## config.mk

```make
export PLATFORM = sky130hd
export DESIGN_NAME = fetch_stage_flat
export DESIGN_NICKNAME = d
export VERILOG_FILES = /design/src/rtl/fetch_stage_if.sv /design/src/rtl/fetch_stage.sv /design/src/flat_wrapper.sv
export SDC_FILE = /design/constraint.sdc
export NUM_CORES = 1
export LEC_CHECK = 0
export ABC_AREA = 0
export BUFFER_PORTS_ARGS = -buffer_cell sky130_fd_sc_hd__buf_2
export CORE_MARGIN = 2
export CORE_UTILIZATION = 53
export DETAILED_ROUTE_END_ITERATION = 12
export GPL_TIMING_DRIVEN = 0
export PLACE_DENSITY = 0.76
export SYNTH_ARGS = -nofsm -noshare
export SYNTH_HDL_FRONTEND = slang
export SYNTH_SLANG_ARGS = --single-unit
```

## constraint.sdc

```tcl
create_clock -name clk -period 2.47 [get_ports clk]
set_clock_uncertainty 0.2 [all_clocks]
set_input_delay 0.494 -clock clk [delete_from_list [all_inputs] [get_ports clk]]
set_output_delay 0.494 -clock clk [all_outputs]
set_load 0.05 [all_outputs]
```

## src/rtl/fetch_stage_if.sv

```systemverilog
// Instruction-memory request/response bundle between the fetch stage (master)
// and the instruction memory (slave).
interface fetch_stage_if;
    logic        req;
    logic [31:0] addr;
    logic        ready;
    logic        rvalid;
    logic [31:0] rdata;

    modport master (output req, addr, input ready, rvalid, rdata);
    modport slave  (input req, addr, output ready, rvalid, rdata);
endinterface

```

## src/rtl/fetch_stage.sv

```systemverilog
// Instruction fetch stage: one outstanding imem request, IF/ID register, stall hold buffer
// and redirect/drop handling. Optional misaligned-target flag via FETCH_MISALIGN_CHK_EN.
module fetch_stage #(
    parameter logic [31:0] RESET_PC = 32'h0000_0000
) (
    input  logic                 clk,
    input  logic                 rst,
    fetch_stage_if.master        imem,
    input  logic                 stall,
    input  logic                 redirect,
    input  logic [31:0]          redirect_pc,
    output logic                 id_valid,
    output logic [31:0]          id_instr,
    output logic [31:0]          id_pc,
    output logic [31:0]          id_pc_plus4,
    output logic                 misalign
);

    typedef enum logic [1:0] {
        ST_REQ  = 2'd0,
        ST_WAIT = 2'd1,
        ST_HOLD = 2'd2,
        ST_DROP = 2'd3
    } state_t;

    function automatic logic [31:0] pc_plus4(input logic [31:0] pc);
        return pc + 32'd4;
    endfunction

    state_t      state_r;
    logic [31:0] pc_r;
    logic [31:0] fetch_pc_r;
    logic [31:0] hold_buf_r;
    logic        id_valid_r;
    logic [31:0] id_instr_r;
    logic [31:0] id_pc_r;
    logic [31:0] id_pc_plus4_r;
    logic        imem_req_s;

    assign imem_req_s  = ~rst & (state_r == ST_REQ) & ~stall & ~redirect;
    assign imem.req    = imem_req_s;
    assign imem.addr   = pc_r;
    assign id_valid    = id_valid_r;
    assign id_instr    = id_instr_r;
    assign id_pc       = id_pc_r;
    assign id_pc_plus4 = id_pc_plus4_r;

    // Fetch FSM, PC, hold buffer and IF/ID register.
    always_ff @(posedge clk) begin
        if (rst) begin
            state_r       <= ST_REQ;
            pc_r          <= RESET_PC;
            fetch_pc_r    <= RESET_PC;
            hold_buf_r    <= 32'h0000_0000;
            id_valid_r    <= 1'b0;
            id_instr_r    <= 32'h0000_0000;
            id_pc_r       <= 32'h0000_0000;
            id_pc_plus4_r <= 32'h0000_0000;
        end else if (redirect) begin
            pc_r       <= {redirect_pc[31:2], 2'b00};
            id_valid_r <= 1'b0;
            hold_buf_r <= 32'h0000_0000;
            // A response arriving alongside the redirect is the one in flight, so it
            // is consumed here rather than waited for in DROP.
            case (state_r)
                ST_REQ:  state_r <= ST_REQ;
                ST_WAIT: state_r <= imem.rvalid ? ST_REQ : ST_DROP;
                ST_HOLD: state_r <= ST_REQ;
                ST_DROP: state_r <= imem.rvalid ? ST_REQ : ST_DROP;
                default: state_r <= ST_REQ;
            endcase
        end else begin
            case (state_r)
                ST_REQ: begin
                    if (imem_req_s && imem.ready) begin
                        fetch_pc_r <= pc_r;
                        state_r    <= ST_WAIT;
                    end
                    if (!stall) begin
                        id_valid_r <= 1'b0;
                    end
                end
                ST_WAIT: begin
                    if (imem.rvalid && !stall) begin
                        id_valid_r    <= 1'b1;
                        id_instr_r    <= imem.rdata;
                        id_pc_r       <= fetch_pc_r;
                        id_pc_plus4_r <= pc_plus4(fetch_pc_r);
                        pc_r          <= pc_plus4(fetch_pc_r);
                        state_r       <= ST_REQ;
                    end else if (imem.rvalid) begin
                        hold_buf_r <= imem.rdata;
                        state_r    <= ST_HOLD;
                    end else if (!stall) begin
                        id_valid_r <= 1'b0;
                    end
                end
                ST_HOLD: begin
                    if (!stall) begin
                        id_valid_r    <= 1'b1;
                        id_instr_r    <= hold_buf_r;
                        id_pc_r       <= fetch_pc_r;
                        id_pc_plus4_r <= pc_plus4(fetch_pc_r);
                        pc_r          <= pc_plus4(fetch_pc_r);
                        state_r       <= ST_REQ;
                    end
                end
                ST_DROP: begin
                    if (imem.rvalid) begin
                        state_r <= ST_REQ;
                    end
                    if (!stall) begin
                        id_valid_r <= 1'b0;
                    end
                end
                default: begin
                    state_r    <= ST_REQ;
                    id_valid_r <= 1'b0;
                end
            endcase
        end
    end

`ifdef FETCH_MISALIGN_CHK_EN
    logic misalign_r;

    // One-cycle pulse after a redirect to a non-word-aligned target.
    always_ff @(posedge clk) begin
        if (rst) begin
            misalign_r <= 1'b0;
        end else begin
            misalign_r <= redirect & (redirect_pc[1:0] != 2'b00);
        end
    end

    assign misalign = misalign_r;
`else
    logic misalign_unused_s;
    assign misalign_unused_s = |redirect_pc[1:0];
    assign misalign          = 1'b0;
`endif

endmodule

```

## src/flat_wrapper.sv

```systemverilog
// flat-port wrapper written by rule: the top's interface ports become plain ports
module fetch_stage_flat 
#(
    parameter logic [31:0] RESET_PC = 32'h0000_0000
)
  (clk, rst, stall, redirect, redirect_pc, id_valid, id_instr, id_pc, id_pc_plus4, misalign, imem_req, imem_addr, imem_ready, imem_rvalid, imem_rdata);
  fetch_stage_if imem_i ();
  input  logic clk;
  input  logic rst;
  input  logic stall;
  input  logic redirect;
  input  logic [31:0] redirect_pc;
  output logic id_valid;
  output logic [31:0] id_instr;
  output logic [31:0] id_pc;
  output logic [31:0] id_pc_plus4;
  output logic misalign;
  output wire logic [$bits(imem_i.req)-1:0] imem_req;
  output wire logic [$bits(imem_i.addr)-1:0] imem_addr;
  input wire logic [$bits(imem_i.ready)-1:0] imem_ready;
  input wire logic [$bits(imem_i.rvalid)-1:0] imem_rvalid;
  input wire logic [$bits(imem_i.rdata)-1:0] imem_rdata;
  assign imem_req = imem_i.req;
  assign imem_addr = imem_i.addr;
  assign imem_i.ready = imem_ready;
  assign imem_i.rvalid = imem_rvalid;
  assign imem_i.rdata = imem_rdata;
  fetch_stage #(.RESET_PC(RESET_PC)) u_core (.clk(clk), .rst(rst), .imem(imem_i), .stall(stall), .redirect(redirect), .redirect_pc(redirect_pc), .id_valid(id_valid), .id_instr(id_instr), .id_pc(id_pc), .id_pc_plus4(id_pc_plus4), .misalign(misalign));
endmodule
```

==> results.py, run 1 <==
metrics = {
    "detailed_routing": {
        "firstDrtPassIters": 5,
        "vias_per_cell": 5.522,
        "wl_met2_um": 11030,
        "wl_met1_um": 9879,
        "drtAntennaViolNets": 0,
        "vias": 7676,
        "top_layer": "met4",
        "drc": 0,
        "wl_met3_um": 2057,
        "routed_wl_um": 23890,
        "dr.first_iter.drc_count": 610,
        "wl_per_cell_um": 17.19,
    },
    "timing": {
        "drv_slew": 0,
        "grt_setup_unrepaired": "no",
        "tightest_slew_ns": 0.7679,
        "max_slew_margin_pct": 48.80,
        "fin_crit_ns": 2.405,
        "setup_violations": 0,
        "holdWs_ns": 0.08940,
        "fin_ws_ns": 0.06460,
        "fmax_mhz": 415.7,
        "hold_violations": 0,
        "finalCritPeriodShare_pct": 97.38,
    },
    "logic_synthesis": {
        "yosysSeqAreaShare_pct": 47.66,
        "yosysTopAreaCell": "dfxtp_1",
        "syn_avg_cell_area_um2": 8.349,
        "synth_top_area_share_pct": 47.66,
        "synth_area_leaders": "dfxtp_1, nand2_1, a21oi_1",
        "synth_area_um2": 8107,
        "synth-edff-count": 0,
        "synthMostInstantiatedCell": "nand2_1",
        "syn_nets": 1047,
        "ys.flop_type": "dfxtp_1",
        "ys_ff_latch": 193,
        "yosysUniqueCellTypes": 56,
        "postSynthCellCount": 971,
        "synth_top_cells_by_count": "nand2_1, dfxtp_1, a21oi_1",
        "ys_async_sr_fraction_pct": 0,
        "yosys_warnings": 0,
    },
    "clocking": {
        "htreeDepth": 4,
        "clkLatencyLatePin_ns": 0.44,
        "cts-root-buf": "clkbuf_16",
        "hold_buffers": 0,
        "clkSlewWorstSetupHoldPaths_ns": 0.07,
        "cts_tree": "yes",
        "cts_buffers": 17,
        "postCtsSetupBuffers": 0,
        "cts.sink_count": 193,
        "clock_path_buffers": 2,
    },
    "floorplanning": {
        "num_rows": 45,
        "core_area_um2": 15090,
        "initial_utilization_pct": 53.72,
        "die_y_um": 127.7,
        "die_w_um": 127.7,
        "pin_count": 201,
        "die_area_um2": 16300,
    },
    "grt": {
        "grt_use_total_pct": 28.87,
        "antenna_found_initial": 1,
        "grt_pass1_vias": 6873,
        "grt_overflow": 0,
        "grt_max_degree": 18,
        "grt_pass1_wl_um": 36490,
    },
    "setup_path": {
        "worst_setup_path_end_kind": "flip-flop",
        "cp_data_arrival_time_ns": 2.50,
        "cp_num_buf_inv": 0,
        "crit_family": "compound AO/OA/AOI/OAI gates",
        "path_max_fanout": 6,
        "r2r_end": "u_core.imem.addr[21]$_SDFFE_PP0P_",
        "crit_slowest_cell": "or4_4",
        "startpoint_type": "flip-flop",
        "worstPathCellList": "nand4_4, or4_4, o21a_1, o21ai_0, a21oi_1",
        "reg2reg_from": "u_core.fetch_pc_r[9]$_SDFFE_PP0P_",
        "slowest_delay_ns": 0.61,
        "crit_type": "reg -> reg",
        "r2r_setup_slack_ns": 0.06,
        "r2r_cells": 5,
        "required_ns": 2.56,
    },
    "hold_path": {
        "min_path_cells": 3,
        "hold_path.startpoint": "imem_rdata[29]",
        "hold_path_class": "in -> reg",
        "whs_endpoint": "u_core.hold_buf_r[29]$_SDFFE_PP0P_",
    },
    "power_and_ir_drop": {
        "leakage_uw": 0.003981,
        "ir_worst_vdd_mv": 0.4843,
        "p_per_area_nw_per_um2": 704.6,
    },
    "layout": {
        "final_area_um2": 10040,
        "post-route-util_pct": 66.53,
        "area_growth_pct": 23.83,
        "nets": 1263,
        "final_layout_size_suffix_gt1_share_pct": 25.50,
    },
    "placed_design": {
        "gp_congestion": 0.9822,
        "portBuffers": 197,
        "place.detailed.hpwl_um": 17540,
        "place_area_um2": 9330,
        "pre_cts_ws_ns": -0.3896,
    },
    "status": {
        "status": "finished, final reports clean",
    },
    "run": {
        "drv_cap": 0,
    },
}
-- cell families (layout without fill, tap and decap cells) --
| kind of cell | count (synthesis) | count (layout) | share of synthesized area (%) |
|---|---|---|---|
| adder cells (fa/ha/maj) | 6 | 6 | 0.9260 |
| AND/OR/NAND/NOR | 397 | 397 | 22.21 |
| flip-flops | 193 | 193 | 47.66 |
| XOR/XNOR | 24 | 24 | 2.593 |
| other | 1 | 3 | 0.04626 |
| AO/OA/AOI/OAI | 220 | 220 | 16.56 |
| multiplexers | 34 | 34 | 4.198 |
| buffers and inverters | 96 | 325 | 5.803 |
-- metrics by stage --
step | cells | total power [uW] | TNS (ns)
finish | 1390 | 7073 | 0
global route | 1389 | 7295 | 0
CTS | 1388 | 7078 | -0.02190
detailed placement | 1356 | 4266 | -5.452
global placement | 1356 | 4255 | -1.883
floorplan | 971 | 3980 | -0.02901
-- how the worst max path moves through the flow --
| stage | cells after the start | start | endpoint |
|---|---|---|---|
| floorplan | 6 | stall | u_core.state_r[0]$_SDFFE_PP0P_ |
| global placement | 8 | u_core.state_r[0]$_SDFFE_PP0P_ | u_core.id_pc_plus4[20]$_SDFFE_PP0P_ |
| detailed placement | 8 | u_core.state_r[0]$_SDFFE_PP0P_ | u_core.id_pc_plus4[20]$_SDFFE_PP0P_ |
| CTS | 9 | u_core.state_r[0]$_SDFFE_PP0P_ | u_core.imem.addr[3]$_SDFFE_PP0P_ |
| global route | 9 | u_core.state_r[1]$_SDFFE_PP0P_ | u_core.id_instr[22]$_SDFFE_PP0P_ |
| finish | 5 | u_core.fetch_pc_r[9]$_SDFFE_PP0P_ | u_core.imem.addr[21]$_SDFFE_PP0P_ |
-- power breakdown --
| part | switching, uW | internal (uW) |
|---|---|---|
| logic | 681 | 278 |
| registers | 65.7 | 3200 |
| clock network | 1240 | 1600 |
-- cell type report --
cell class | instances | area [um2]
Multi-Input combinational cell | 682 | 3837
Tap cell | 188 | 235.2
Antenna cell | 2 | 5.005
Fill cell | 1339 | 5051
Inverter | 12 | 45.04
Buffer | 84 | 449.2
Timing Repair Buffer | 197 | 992.2
Clock buffer | 17 | 425.4
Clock inverter | 15 | 182.7
Sequential cell | 193 | 3866
-- state kept, by name, indices dropped and copies added, names as in the netlist, named ones only --
signal,count
u_core.id_pc,32
u_core.imem.addr,32
u_core.id_pc_plus4,30
u_core.fetch_pc_r,32
u_core.state_r,2
u_core.id_instr,32
u_core.hold_buf_r,32
-- what timing repair did --
action | CTS | global route
setup endpoints to repair | 82 | 137
resized for setup | 15 | 26
pin swaps | 0 | 1
-- worst register-to-register path: cells and delay by family, from the launching register on --
kind | cells | cell delay, ns
compound gates | 3 | 0.80
flops | 1 | 0.47
simple gates | 2 | 0.78
-- routing by layer --
layer  up-vias  track usage [%]
met3        60            7.095
li1       3766                -
met4         0            13.25
met1      3504            36.91
met2       346            46.27
met5         -                0
-- cells in the final DEF (no fill, tap or decap), drive strengths merged, types with 5 or more instances in the layout --
master,count
nor2,81
nand3,14
buf,224
xor2,8
inv,15
nand4,11
a211oi,52
nand2,229
dfxtp,193
a21oi,124
mux2i,34
xnor2,16
nor4,7
and3,19
ha,6
o22ai,18
clkinv,5
clkbuf,74
o21ai,10
nor3,21
Power figures use the tool's default switching activity.
==> run 2: changes to the inputs <==
- CORE_UTILIZATION: 53 -> 57
- PLACE_DENSITY: 0.76 -> 0.82
- clock period: 2.47 -> 3.1 ns (I/O delays scaled with it)
==> run 2 against run 1 <==
Core utilization increased by 4.7 points. Design area fell by 1.5%. Sequential share of layout area is 0.56 points higher. Global-route usage grew 2.8 points. Sequential power is 20% lower. Setup slack improved by 0.32 ns. Largest cell class unchanged. Largest power group unchanged.
==> results.py, run 2 (synthesis results as in run 1) <==
metrics = {
    "status": {
        "status": "finished, final reports clean",
    },
    "setup_path": {
        "crit_top_cell": "nor2_1",
        "r2r_setup_slack_ns": 0.39,
        "cp_num_buf_inv": 2,
        "required_ns": 3.20,
        "r2r_cells": 8,
        "crit_family": "simple AND/OR/NAND/NOR gates",
        "crit_type": "reg -> reg",
        "reg2reg_from": "u_core.state_r[0]$_SDFFE_PP0P_",
        "startpoint_type": "flip-flop",
        "path_max_fanout": 9,
        "worst_setup_path_end_kind": "flip-flop",
        "crit_slowest_cell": "o311ai_0",
        "r2r_end": "u_core.id_pc_plus4[20]$_SDFFE_PP0P_",
        "cp_data_arrival_time_ns": 2.81,
        "slowest_delay_ns": 0.67,
        "worstPathCellList": "inv_1, ha_1, buf_2, mux2i_1, nor2_1, nand2_1, o311ai_0, nor2_1",
    },
    "clocking": {
        "cts.sink_count": 193,
        "clock_path_buffers": 2,
        "cts-root-buf": "clkbuf_16",
        "cts_buffers": 17,
        "hold_buffers": 0,
        "clkSlewWorstSetupHoldPaths_ns": 0.07,
        "cts_tree": "yes",
        "clkLatencyLatePin_ns": 0.44,
        "postCtsSetupBuffers": 0,
        "htreeDepth": 4,
        "ctsResizeCount": 0,
    },
    "layout": {
        "nets": 1263,
        "finalNonFillerCells": 1380,
        "final_common_cell": "nand2_1",
        "area_growth_pct": 21.96,
        "fillerInstances": 1142,
        "multi_input_area_um2": 3772,
        "final_layout_size_suffix_gt1_share_pct": 23.12,
        "layout_common_cells": "nand2_1, buf_2, dfxtp_1",
        "regArea_um2": 3864,
        "post-route-util_pct": 71.23,
    },
    "detailed_routing": {
        "wl_per_cell_um": 17.34,
        "wl_met1_um": 9549,
        "dr.first_iter.drc_count": 564,
        "wl_met3_um": 2219,
        "vias": 7856,
        "firstDrtPassIters": 5,
        "vias_per_cell": 5.693,
        "top_layer": "met4",
        "routed_wl_um": 23920,
        "drtAntennaViolNets": 0,
        "wl_met2_um": 11180,
        "drc": 0,
    },
    "floorplanning": {
        "die_y_um": 123.3,
        "core_area_um2": 13880,
        "die_w_um": 123.3,
        "pin_count": 201,
        "initial_utilization_pct": 58.40,
        "die_area_um2": 15190,
        "num_rows": 43,
    },
    "grt": {
        "grt_max_degree": 17,
        "grt_overflow": 0,
        "antenna_found_initial": 1,
        "grt_pass1_wl_um": 36670,
        "grt_use_total_pct": 31.63,
        "grt_pass1_vias": 7262,
    },
    "placed_design": {
        "gp_congestion": 0.9849,
        "place.detailed.hpwl_um": 17590,
        "portBuffers": 197,
        "placed_cells": 1348,
    },
    "power_and_ir_drop": {
        "p_per_area_nw_per_um2": 553.5,
        "power_uw": 5472,
        "ir_worst_vdd_mv": 0.3596,
        "leakage_uw": 0.003923,
    },
    "timing": {
        "grt_setup_unrepaired": "no",
        "fin_crit_ns": 2.713,
        "finalCritPeriodShare_pct": 87.52,
        "fin_tns_setup_ns": 0,
        "hold_violations": 0,
        "max_slew_margin_pct": 44.85,
        "setup_violations": 0,
        "drv_slew": 0,
        "fmax_mhz": 368.6,
        "tightest_slew_ns": 0.8273,
    },
    "hold_path": {
        "hold_path.startpoint": "imem_rdata[21]",
        "min_path_cells": 3,
        "whs_endpoint": "u_core.hold_buf_r[21]$_SDFFE_PP0P_",
        "hold_path_class": "in -> reg",
    },
    "run": {
        "drv_cap": 0,
    },
}
## run 2: through the flow
| stage | setup slack, ns | hold slack, ns | cell area, um2 |
|---|---|---|---|
| 2_1_floorplan | 0.3477 | 0.2360 | 8107 |
| 3_5_place_dp | 0.4093 | 0.2456 | 9318 |
| 5_1_grt | 0.1623 | 0.2301 | 9882 |
| 6_report | 0.3870 | 0.2290 | 9887 |
| 3_3_place_gp | 0.3924 | 0.2402 | 9318 |
| 4_1_cts | 0.3979 | 0.2177 | 9882 |
## run 2: layout make-up
class	count	area share [%]
Sequential cell	193	39.08
Multi-Input combinational cell	682	38.15
Timing Repair Buffer	197	9.972
Clock buffer	22	4.897
Buffer	84	4.303
Tap cell	180	2.278
Clock inverter	8	0.8099
Inverter	12	0.4556
Antenna cell	2	0.05062
## run 2: report_power, final
part	total (uW)	leakage, uW	switching, uW	internal [uW]
Combinational	746	0.00209	535	211
Clock	2120	0.000270	936	1180
Sequential	2610	0.00156	54.1	2550
## run 2: how the worst max path moves through the flow
| stage | cells past startpoint | slack (ns) | startpoint | to |
|---|---|---|---|---|
| after CTS | 8 | 0.40 | u_core.state_r[0]$_SDFFE_PP0P_ | u_core.id_pc_plus4[20]$_SDFFE_PP0P_ |
| after global routing | 8 | 0.16 | u_core.state_r[0]$_SDFFE_PP0P_ | u_core.id_pc_plus4[20]$_SDFFE_PP0P_ |
| after detailed placement | 8 | 0.41 | u_core.state_r[0]$_SDFFE_PP0P_ | u_core.id_pc_plus4[20]$_SDFFE_PP0P_ |
| final | 8 | 0.39 | u_core.state_r[0]$_SDFFE_PP0P_ | u_core.id_pc_plus4[20]$_SDFFE_PP0P_ |
| after floorplan | 6 | 0.35 | stall | u_core.state_r[0]$_SDFFE_PP0P_ |
| after global placement | 8 | 0.39 | u_core.state_r[0]$_SDFFE_PP0P_ | u_core.id_pc_plus4[20]$_SDFFE_PP0P_ |
## run 2: layer usage
metal	track usage, %	vias to the layer above
met1	38.99	3626
met3	7.980	69
met2	50.96	388
met5	0	-
met4	16.62	0
li1	-	3773
## run 2: worst min-delay path, delay by kind of cell
kind	cells	cell delay (ns)
buffers and inverters	1	0.10
and+or+nand+nor	1	0.05
AOI/OAI and AO/OA	1	0.05
==> run 3: changes to the inputs <==
- BUFFER_PORTS_ARGS: -buffer_cell sky130_fd_sc_hd__buf_2 -> -buffer_cell sky130_fd_sc_hd__buf_4
- PLACE_DENSITY: 0.82 -> 0.94
==> run 3 against run 2 <==
Register-to-register slack worse by 0.26 ns. Global-route usage rose by 1.4 points. Setup slack worse by 0.26 ns. Die area unchanged. Maximum frequency is 8.6% lower. Final cell count is the same. Flip-flop and latch count is the same. Routed wire length is 4.4% higher. Design area up 5.4%. Sequential share of layout area shrank 2.0 points. Core utilization rose by 3.8 points. Largest cell class unchanged. Largest power group unchanged.
==> results.py, run 3 (synthesis results as in run 1) <==
metrics = {
    "run": {
        "drv_cap": 0,
    },
    "power_and_ir_drop": {
        "leakage_uw": 0.003989,
        "ir_worst_vdd_mv": 0.3464,
        "p_sw_share_pct": 27.54,
        "share_comb_of_total_power_pct": 14.3,
        "power_uw": 5681,
        "power.switching_uw": 1565,
        "clockPowerShare_pct": 39.8,
        "pwr-share-seq_pct": 46.0,
        "p_per_area_nw_per_um2": 545.3,
        "intPower_uw": 4116,
    },
    "timing": {
        "grt_setup_unrepaired": "no",
        "max_slew_margin_pct": 48.10,
        "fmax_mhz": 336.8,
        "drv_slew": 0,
        "fin_crit_ns": 2.969,
        "holdWs_ns": 0.2324,
        "tightest_slew_ns": 0.7687,
        "fin_tns_setup_ns": 0,
        "finalCritPeriodShare_pct": 95.79,
        "hold_violations": 0,
        "setup_violations": 0,
    },
    "floorplanning": {
        "initial_utilization_pct": 58.40,
        "die_area_um2": 15190,
        "die_w_um": 123.3,
        "num_rows": 43,
        "pin_count": 201,
        "core_area_um2": 13880,
        "die_y_um": 123.3,
    },
    "setup_path": {
        "crit_type": "reg -> reg",
        "worstPathCellList": "inv_1, ha_1, buf_2, mux2i_1, nor2_1, nand2_1, o311ai_0, nor2_1",
        "cp_num_buf_inv": 2,
        "required_ns": 3.19,
        "crit_top_cell": "nor2_1",
        "crit_slowest_cell": "o311ai_0",
        "worst_setup_path_end_kind": "flip-flop",
        "slowest_delay_ns": 0.78,
        "startpoint_type": "flip-flop",
        "path_max_fanout": 9,
        "crit_family": "simple AND/OR/NAND/NOR gates",
        "cp_data_arrival_time_ns": 3.06,
    },
    "layout": {
        "final_layout_size_suffix_gt1_share_pct": 23.17,
        "antenna_cells": 0,
        "final_common_cell": "nand2_1",
        "finalNonFillerCells": 1380,
        "layout_common_cells": "nand2_1, buf_4, dfxtp_1",
        "nets": 1263,
        "area_growth_pct": 28.51,
    },
    "grt": {
        "antenna_found_initial": 0,
        "grt_use_total_pct": 33.04,
        "grt_max_degree": 17,
        "grt_pass1_wl_um": 38600,
        "grt_pass1_vias": 7616,
        "grt_overflow": 0,
    },
    "placed_design": {
        "gp_congestion": 1.024,
        "place.detailed.hpwl_um": 18400,
        "placed_cells": 1348,
        "portBuffers": 197,
    },
    "clocking": {
        "cts.sink_count": 193,
        "cts_buffers": 17,
        "hold_buffers": 0,
        "clkLatencyLatePin_ns": 0.44,
        "cts-root-buf": "clkbuf_16",
        "htreeDepth": 4,
        "cts_tree": "yes",
        "postCtsSetupBuffers": 0,
        "clkSlewWorstSetupHoldPaths_ns": 0.07,
        "ctsResizeCount": 0,
        "clock_path_buffers": 2,
    },
    "detailed_routing": {
        "vias": 8002,
        "firstDrtPassIters": 7,
        "wl_per_cell_um": 18.10,
        "drtAntennaViolNets": 0,
        "drc": 0,
        "dr.first_iter.drc_count": 775,
        "vias_per_cell": 5.799,
        "routed_wl_um": 24980,
    },
    "hold_path": {
        "hold_path_class": "in -> reg",
    },
    "status": {
        "status": "finished, final reports clean",
    },
}
## run 3: changes by cell type in the layout (fill, tap and decap cells not counted)
| cell | delta |
|---|---|
| buf_2 | -197 |
| buf_4 | +197 |
| bufinv_16 | +2 |
| clkbuf_1 | +1 |
| clkbuf_8 | -3 |
| clkinv_2 | -1 |
| clkinv_4 | +3 |
| clkinvlp_4 | +1 |
| diode_2 | -2 |
| inv_6 | -1 |
## run 3: worst paths after layout
check,depth (start not counted),endpoint,from,slack [ns]
worst min register to register,2,u_core.hold_buf_r[17]$_SDFFE_PP0P_,u_core.hold_buf_r[17]$_SDFFE_PP0P_,0.26
worst max register to register,8,u_core.id_pc_plus4[20]$_SDFFE_PP0P_,u_core.state_r[1]$_SDFFE_PP0P_,0.13
worst max-delay path,8,u_core.id_pc_plus4[20]$_SDFFE_PP0P_,u_core.state_r[1]$_SDFFE_PP0P_,0.13
worst min-delay path,3,u_core.hold_buf_r[1]$_SDFFE_PP0P_,imem_rdata[1],0.23
## run 3: layer usage
metal	vias to the layer above	global-route usage [%]	part of all wire (%)
li1	3745	-	-
met1	3746	38.88	38
met2	434	54.81	48
met3	77	9.271	10
met4	0	17.19	4.5
met5	-	0	0
## run 3: area by class of cell
cell class                      count  area, um2
Sequential cell                   193       3864
Timing Repair Buffer              197       1479
Buffer                             84      425.4
Fill cell                         995       3463
Tap cell                          180      225.2
Multi-Input combinational cell    682       3772
Clock inverter                     12      160.2
Clock buffer                       20      446.7
Inverter                           12      45.04
## run 3: worst reg2reg max path, delay by kind of cell, from the launching register on
family | cells | cell delay, ns
compound gates | 1 | 0.78
mux | 1 | 0.17
fa+ha+maj | 1 | 0.19
flops | 1 | 0.41
simple gates | 3 | 0.80
buf+inv | 2 | 0.27
## run 3: power groups by stage
stage          Clock, uW  Combinational [uW]  Sequential [uW]
2_1_floorplan          0                 306             2870
3_3_place_gp           0                 783             2660
3_5_place_dp           0                 798             2660
4_1_cts             2260                 804             2610
5_1_grt             2350                 857             2620
6_report            2260                 811             2610
## run 3: stage by stage
step | setup slack, ns | utilization [%] | cell area (um2)
finish | 0.1306 | 75.05 | 10420
global route | 0.03710 | 75.05 | 10420
CTS | 0.2797 | 75.05 | 10420
detailed placement | 0.3247 | 70.68 | 9811
global placement | 0.3657 | 70.68 | 9811
floorplan | 0.3477 | - | 8107
